`config.mk`:
```
export PLATFORM = sky130hd
export DESIGN_NAME = microwave_timer_fsm
export DESIGN_NICKNAME = d
export VERILOG_FILES = /design/src/rtl/microwave_timer_fsm.sv
export SDC_FILE = /design/constraint.sdc
export NUM_CORES = 1
export LEC_CHECK = 0
export CAP_MARGIN = 20
export CORE_MARGIN = 2
export CORE_UTILIZATION = 50
export CTS_BUF_LIST = sky130_fd_sc_hd__clkbuf_2
export CTS_CLUSTER_DIAMETER = 100
export DETAILED_ROUTE_END_ITERATION = 16
export DONT_BUFFER_PORTS = 1
export MAX_ROUTING_LAYER = met4
export PLACE_DENSITY = 0.65
export SETUP_SLACK_MARGIN = 0.02
export SLEW_MARGIN = 20
export SYNTH_ARGS = -nofsm -noshare
export SYNTH_HDL_FRONTEND = slang
export SYNTH_SLANG_ARGS = --single-unit
```
`constraint.sdc`:
```
create_clock -name clk -period 1.9 [get_ports clk]
set_clock_uncertainty 0.1 [all_clocks]
set_input_delay 0.285 -clock clk [delete_from_list [all_inputs] [get_ports clk]]
set_output_delay 0.285 -clock clk [all_outputs]
set_load 0.02 [all_outputs]
```
`src/rtl/microwave_timer_fsm.sv`:
```
// Cook-timer controller: loadable time, prescaled countdown, pause/resume,
// door interlock, cancel and a fixed-length done beep.
module microwave_timer_fsm #(
   parameter int TW       = 8,
   parameter int TICK_DIV = 4,
   parameter int BEEP_LEN = 3
) (
   input  logic          clk,
   input  logic          rst,
   input  logic [TW-1:0] tin,
   input  logic          load,
   input  logic          start,
   input  logic          stop,
   input  logic          door,
   output logic          heat,
   output logic          beep,
   output logic [TW-1:0] remain,
   output logic [1:0]    state
);

   localparam int PW = (TICK_DIV > 1) ? $clog2(TICK_DIV) : 1;
   localparam int BW = (BEEP_LEN > 1) ? $clog2(BEEP_LEN) : 1;
   localparam logic [PW-1:0] PRE_LAST  = PW'(TICK_DIV - 1);
   localparam logic [BW-1:0] BEEP_LAST = BW'(BEEP_LEN - 1);

   typedef enum logic [1:0] {
      IDLE  = 2'd0,
      RUN   = 2'd1,
      PAUSE = 2'd2,
      DONE  = 2'd3
   } state_t;

   state_t        cur, nxt;
   logic [TW-1:0] rem_q, rem_d;
   logic [PW-1:0] pre_q, pre_d;
   logic [BW-1:0] bc_q, bc_d;

   always_ff @(posedge clk or negedge rst) begin
      if (!rst) begin
         cur   <= IDLE;
         rem_q <= '0;
         pre_q <= '0;
         bc_q  <= '0;
      end else begin
         cur   <= nxt;
         rem_q <= rem_d;
         pre_q <= pre_d;
         bc_q  <= bc_d;
      end
   end

   always_comb begin
      nxt   = cur;
      rem_d = rem_q;
      pre_d = pre_q;
      bc_d  = bc_q;
      case (cur)
         IDLE: begin
            if (stop) begin
               rem_d = '0;
            end else if (load) begin
               rem_d = tin;
            end else if (start && !door && rem_q != '0) begin
               nxt   = RUN;
               pre_d = '0;
            end
         end
         RUN: begin
            // Leaving RUN freezes the prescaler so a resume continues the partial unit.
            if (stop || door) begin
               nxt = PAUSE;
            end else if (pre_q == PRE_LAST) begin
               pre_d = '0;
               if (rem_q <= TW'(1)) begin
                  rem_d = '0;
                  nxt   = DONE;
                  bc_d  = '0;
               end else begin
                  rem_d = rem_q - 1'b1;
               end
            end else begin
               pre_d = pre_q + 1'b1;
            end
         end
         PAUSE: begin
            if (stop) begin
               nxt   = IDLE;
               rem_d = '0;
            end else if (load) begin
               rem_d = tin;
            end else if (start && !door && rem_q != '0) begin
               nxt = RUN;
            end
         end
         DONE: begin
            if (stop) begin
               nxt = IDLE;
            end else if (load) begin
               rem_d = tin;
               nxt   = IDLE;
            end else if (bc_q == BEEP_LAST) begin
               nxt = IDLE;
            end else begin
               bc_d = bc_q + 1'b1;
            end
         end
         default: nxt = IDLE;
      endcase
   end

   assign heat   = (cur == RUN);
   assign beep   = (cur == DONE);
   assign remain = rem_q;
   assign state  = cur;

endmodule

```
## Word-level counts from Yosys, hierarchy flattened

Cells that the tools add are included.
W data, S select, Z words.

- Add/subtract/negate cells: 3
- Multipliers: 0
- Divide/modulo/power cells: 0
- $lt $le $gt $ge: 1
- Eq/ne operators: 17
- Shift operators: 0
- Muxes and demuxes: 31
- Bitwise operators: 0
- Reduce and logical (&&, ||, !) cells: 13

Operators with widths:

| operator | number |
|---|---|
| $mux W8 | 6 |
| $mux W2 | 21 |
| $pmux W8 S3 | 1 |
| $ne A2 B2 Y1 const B | 7 |
| $eq A2 B2 Y1 const B | 4 |
| $le A8 B1 Y1 const B | 1 |
| $pmux W2 S2 | 2 |
| $pmux W2 S4 | 1 |
| $reduce_bool A8 Y1 | 1 |
| $sub A8 B1 Y8 const B | 1 |
| $reduce_and A7 Y1 | 1 |
| $ne A3 B1 Y1 const B | 2 |
| $reduce_and A5 Y1 | 1 |
| $add A2 B1 Y2 const B | 2 |
| $ne A2 B1 Y1 const B | 2 |
| $ne A4 B3 Y1 const B | 1 |
| $reduce_and A4 Y1 | 1 |
| $reduce_bool A2 Y1 | 2 |
| $reduce_and A3 Y1 | 1 |
| $eq A2 B1 Y1 const B | 1 |
| $logic_and A1 B1 Y1 | 2 |
| $logic_not A2 Y1 | 1 |
| $reduce_or A2 Y1 | 1 |
| $logic_not A1 Y1 | 1 |
| $logic_or A1 B1 Y1 | 1 |

- Register bits: 14
- Latch bits: 0
- Memory bits (writable): 0
- ROM bits: 0
- Input bits: 14
- Output and inout port bits: 12
- Logic and storage cells: 69
- Memories: 0

## Depth between registers and ports, before layout

- Depth after elaboration: 7
- Mapped depth: 6
- Mapped depth without buffers: 6

## Worst setup path after synthesis

Ideal clock, no wire load.

- Path kind: reg2reg
- From: register rem_q[0] (netlist: remain[0])
- To: register rem_q[7] (netlist: remain[7])
- Library setup time: 71 ps
- Arrival time: 2005 ps
- Required time: 1729 ps
- Slack: -276 ps
- Cell stages (with the launch flop): 7
- Path buffers: 0
- Period minus slack after synthesis: 2176 ps
- Cells stage by stage: dfrtp_1 -> inv_1 -> ha_1 -> or2_2 -> a2111oi_4 -> or4b_1 -> nand4_1

- Longest elaborated chain between the ends: 5

Ends and longest elaborated chain:

| item | RTL line | text |
|---|---|---|
| start, declared | 34 | `logic [TW-1:0] rem_q, rem_d;` |
| start signal, assigned | 46 | `rem_q <= rem_d;` |
| $sub A8 B1 Y8 or $le A8 B1 Y1 (tied branches) | 79, 74 |  |
| $mux W8 (*) | 74 | `if (rem_q <= TW'(1)) begin` |
| $mux W8 (*) | 72 | `end else if (pre_q == PRE_LAST) begin` |
| $mux W8 (*) | 70 | `if (stop \|\| door) begin` |
| $pmux W8 S3 (*) | 57 | `case (cur)` |

Mark *: on every way between the ends. The rest lies on a longest branch, timed or not. The select of a mux whose other input is x is not followed.
A chain may end at the register's enable or synchronous reset.

## Worst setup path in the final report

- From: register rem_q[2] (netlist: remain[2])
- To: register rem_q[7] (netlist: remain[7])

Same word-level chain as after synthesis.

==> results.md <==
* RD Place Congestion at 0.8809
* Avg Synthesized Cell Area at 8.916 µm²
* Initial Util at 51.50%
* Crit path DAT at 2.03 ns
* Post-Layout Cell Count at 167
* CP Launch Type: register
* Actual slew at the worst max-slew pin at 0.6819 ns
* Via count of the routed design at 994
* Worst path cell trace: or4_4 -> a2111oi_4 -> or4b_1 -> nand4_1
* P&R area growth vs syn at 33.63%
* Status: finished, violations left
* Max FO, Critical Path at 4
* Number of global-route vias before repair at 989
* CP endpoint kind: register
* Req. time, crit path at 2.02 ns
* HPWL after DPL at 2044 µm
* Maximum clock rate at 0.5235 GHz
* Post-route cell area at 0.001323 mm²
* Leak at 0.0005660 µW
* Post-DP Area at 0.001210 mm²
* Critical Path Slowest Stage Cell: or4_4
* EDFF count, synth at 0
* Max cap viols at 0
* Delay of the slowest critical-path stage at 0.51 ns
* Worst-skew pair later-pin latency at 0.28 ns
* Share of cells above drive strength 1 at 38.57%
* Drt first-iter violations at 11
* Syn nets at 130
* Cells after synthesis at 111
* Drt via density at 5.952
* Routed WL at 2779 µm
* RSZ-0062 raised after global routing: yes
* Final Hold Viols at 0
* Most common cell after layout, fill and taps aside: buf_4
* Clock Sinks at 14
* Commonest non-fill, non-tap cells in the layout: buf_4, nand2_1, o21ai_0, dfrtp_1
* Fin crit period at 1.910 ns
* Number of diodes at 0
* Routed wire per std cell at 16.64 µm
* Post-route ant nets at 0
* Mapped Area at 989.7 µm²
* Largest net degree at the start of global routing at 15
* Placed cells at 158
* Slew Viols, Final at 0
* Initial antenna violation count at 0
* Delay-heaviest family, CP: simple AND/OR/NAND/NOR gates
* Layout Nets at 160
* Row Count at 16
* DRC viols at 0
* Register area share after synthesis at 35.40%
* Global-route wire length before repair at 4705 µm
* Worst vdd ir at 0.5288 mV
* Asr flop ratio synth at 100.0%
* Fin crit share at 100.5%
* Area of the core at 0.001922 mm²
* Die Wd at 48.49 µm
* Die height at 48.49 µm
* Top FF cell, synth: dfrtp_1
* Tot GR Track Use at 26.75%
* HP Class: in -> reg
* Yosys warning count at 0
* Placement Setup Slack at -0.09526 ns
* Synth cell types at 41
* Root buf cell: clkbuf_2
* Io pins at 26
* Cts bufs inserted at 3
* TritonCTS clock tree: built
* CP Buf/Inv Count at 0
* Pwr Density at 677.6 mW/mm²
* Crit Path Class: reg -> reg
* Yosys reg bits at 14
* Pre-Repair DR Iteration Count at 4
* Final setup fails at 1
* Slew headroom at 54.39%
* Setup ws final at -0.01014 ns
* CTS max path bufs at 2
* PortBufs at 0
* Clock transition at the registers of the reported paths at 0.16 ns
* Failing checks: negative setup slack
* Die area at 0.002351 mm²
* GRT overflow at 0
* H-tree depth at 1
-- routing by layer --
| layer | vias up | part of all wire, % | track usage [%] |
|---|---|---|---|
| met4 | 0 | 0.86 | 10.95 |
| met3 | 2 | 5.0 | 4.321 |
| met5 | - | 0 | - |
| li1 | 478 | - | - |
| met2 | 29 | 51 | 43.75 |
| met1 | 485 | 43 | 33.20 |
-- final cells by class --
cell class | instances | area (µm²)
clock buffer | 3 | 15.01
clock inverter | 1 | 3.754
fill | 157 | 599.3
inverter | 8 | 30.03
multi-input combinational | 85 | 659.4
sequential | 14 | 357.8
tap | 27 | 33.78
timing repair buffer | 29 | 222.7
-- power by group --
part	switching, µW	internal, µW
combinational	200	178
clock	105	45.8
sequential	33.7	334
total	338	558
-- what timing repair did --
item,CTS,global route
endpoints found under the hold margin,14,1
setup buffers,2,1
resized for setup,13,2
hold buffers,1,1
setup endpoints to repair,9,7
pin swaps,4,3
-- synth_stat cells (2+ instances only) --
cell type	instances	share of area [%]
dfrtp_1	14	35
nand2_1	11	4.2
o21ai_0	11	5.6
inv_1	8	3.0
nor2_1	6	2.3
ha_1	5	6.3
a21oi_1	4	2.0
clkbuf_1	4	1.5
o211ai_1	4	3.0
nand2b_1	3	1.9
nand3_1	3	1.5
o221ai_1	3	2.7
a22o_1	2	1.8
a311oi_1	2	1.8
nand4_1	2	1.3
o31a_1	2	1.8
or2_2	2	1.3
or3_1	2	1.3
-- final timing paths --
path | start | to | slack (ns) | cells past startpoint
max | remain[2] | remain[7] | -0.01 | 4
min | tin[3] | remain[3] | 0.03 | 2
max reg2reg | remain[2] | remain[7] | -0.01 | 4
min reg2reg | pre_q[1] | pre_q[1] | 0.43 | 1
max in group asynchronous | rst | remain[0] | 0.86 | 1
min in group asynchronous | rst | remain[5] | 0.36 | 1
-- state kept, by name, indices dropped and copies added, names as in the netlist --
signal,cells
pre_q,2
remain,8
state,2
bc_q,2
-- stage by stage --
step	utilization [%]	total power (µW)	setup TNS (ns)	hold slack, ns
2_1_floorplan	-	576.8	-0.1055	-0.1106
3_3_place_gp	62.96	694.5	-0.05671	-0.1103
3_5_place_dp	62.96	704.4	-0.4130	-0.1102
4_1_cts	67.45	890.3	-0.04606	0.01265
5_1_grt	68.82	959.4	-0.07230	0.002369
6_report	68.82	896.1	-0.01014	0.02691
-- kinds of logic (layout without fill, tap and decap cells) --
logic type               count (synthesis)  after routing  synth area share [%]
AND/OR/NAND/NOR                         42             42                 24.78
AO/OA/AOI/OAI                           36             36                 26.80
flip-flops                              14             14                 35.40
buffers and inverters                   12             41                 4.551
adder cells (fa/ha/maj)                  5              5                 6.321
multiplexers                             2              2                 2.149
(Power assumes the default switching activity.)
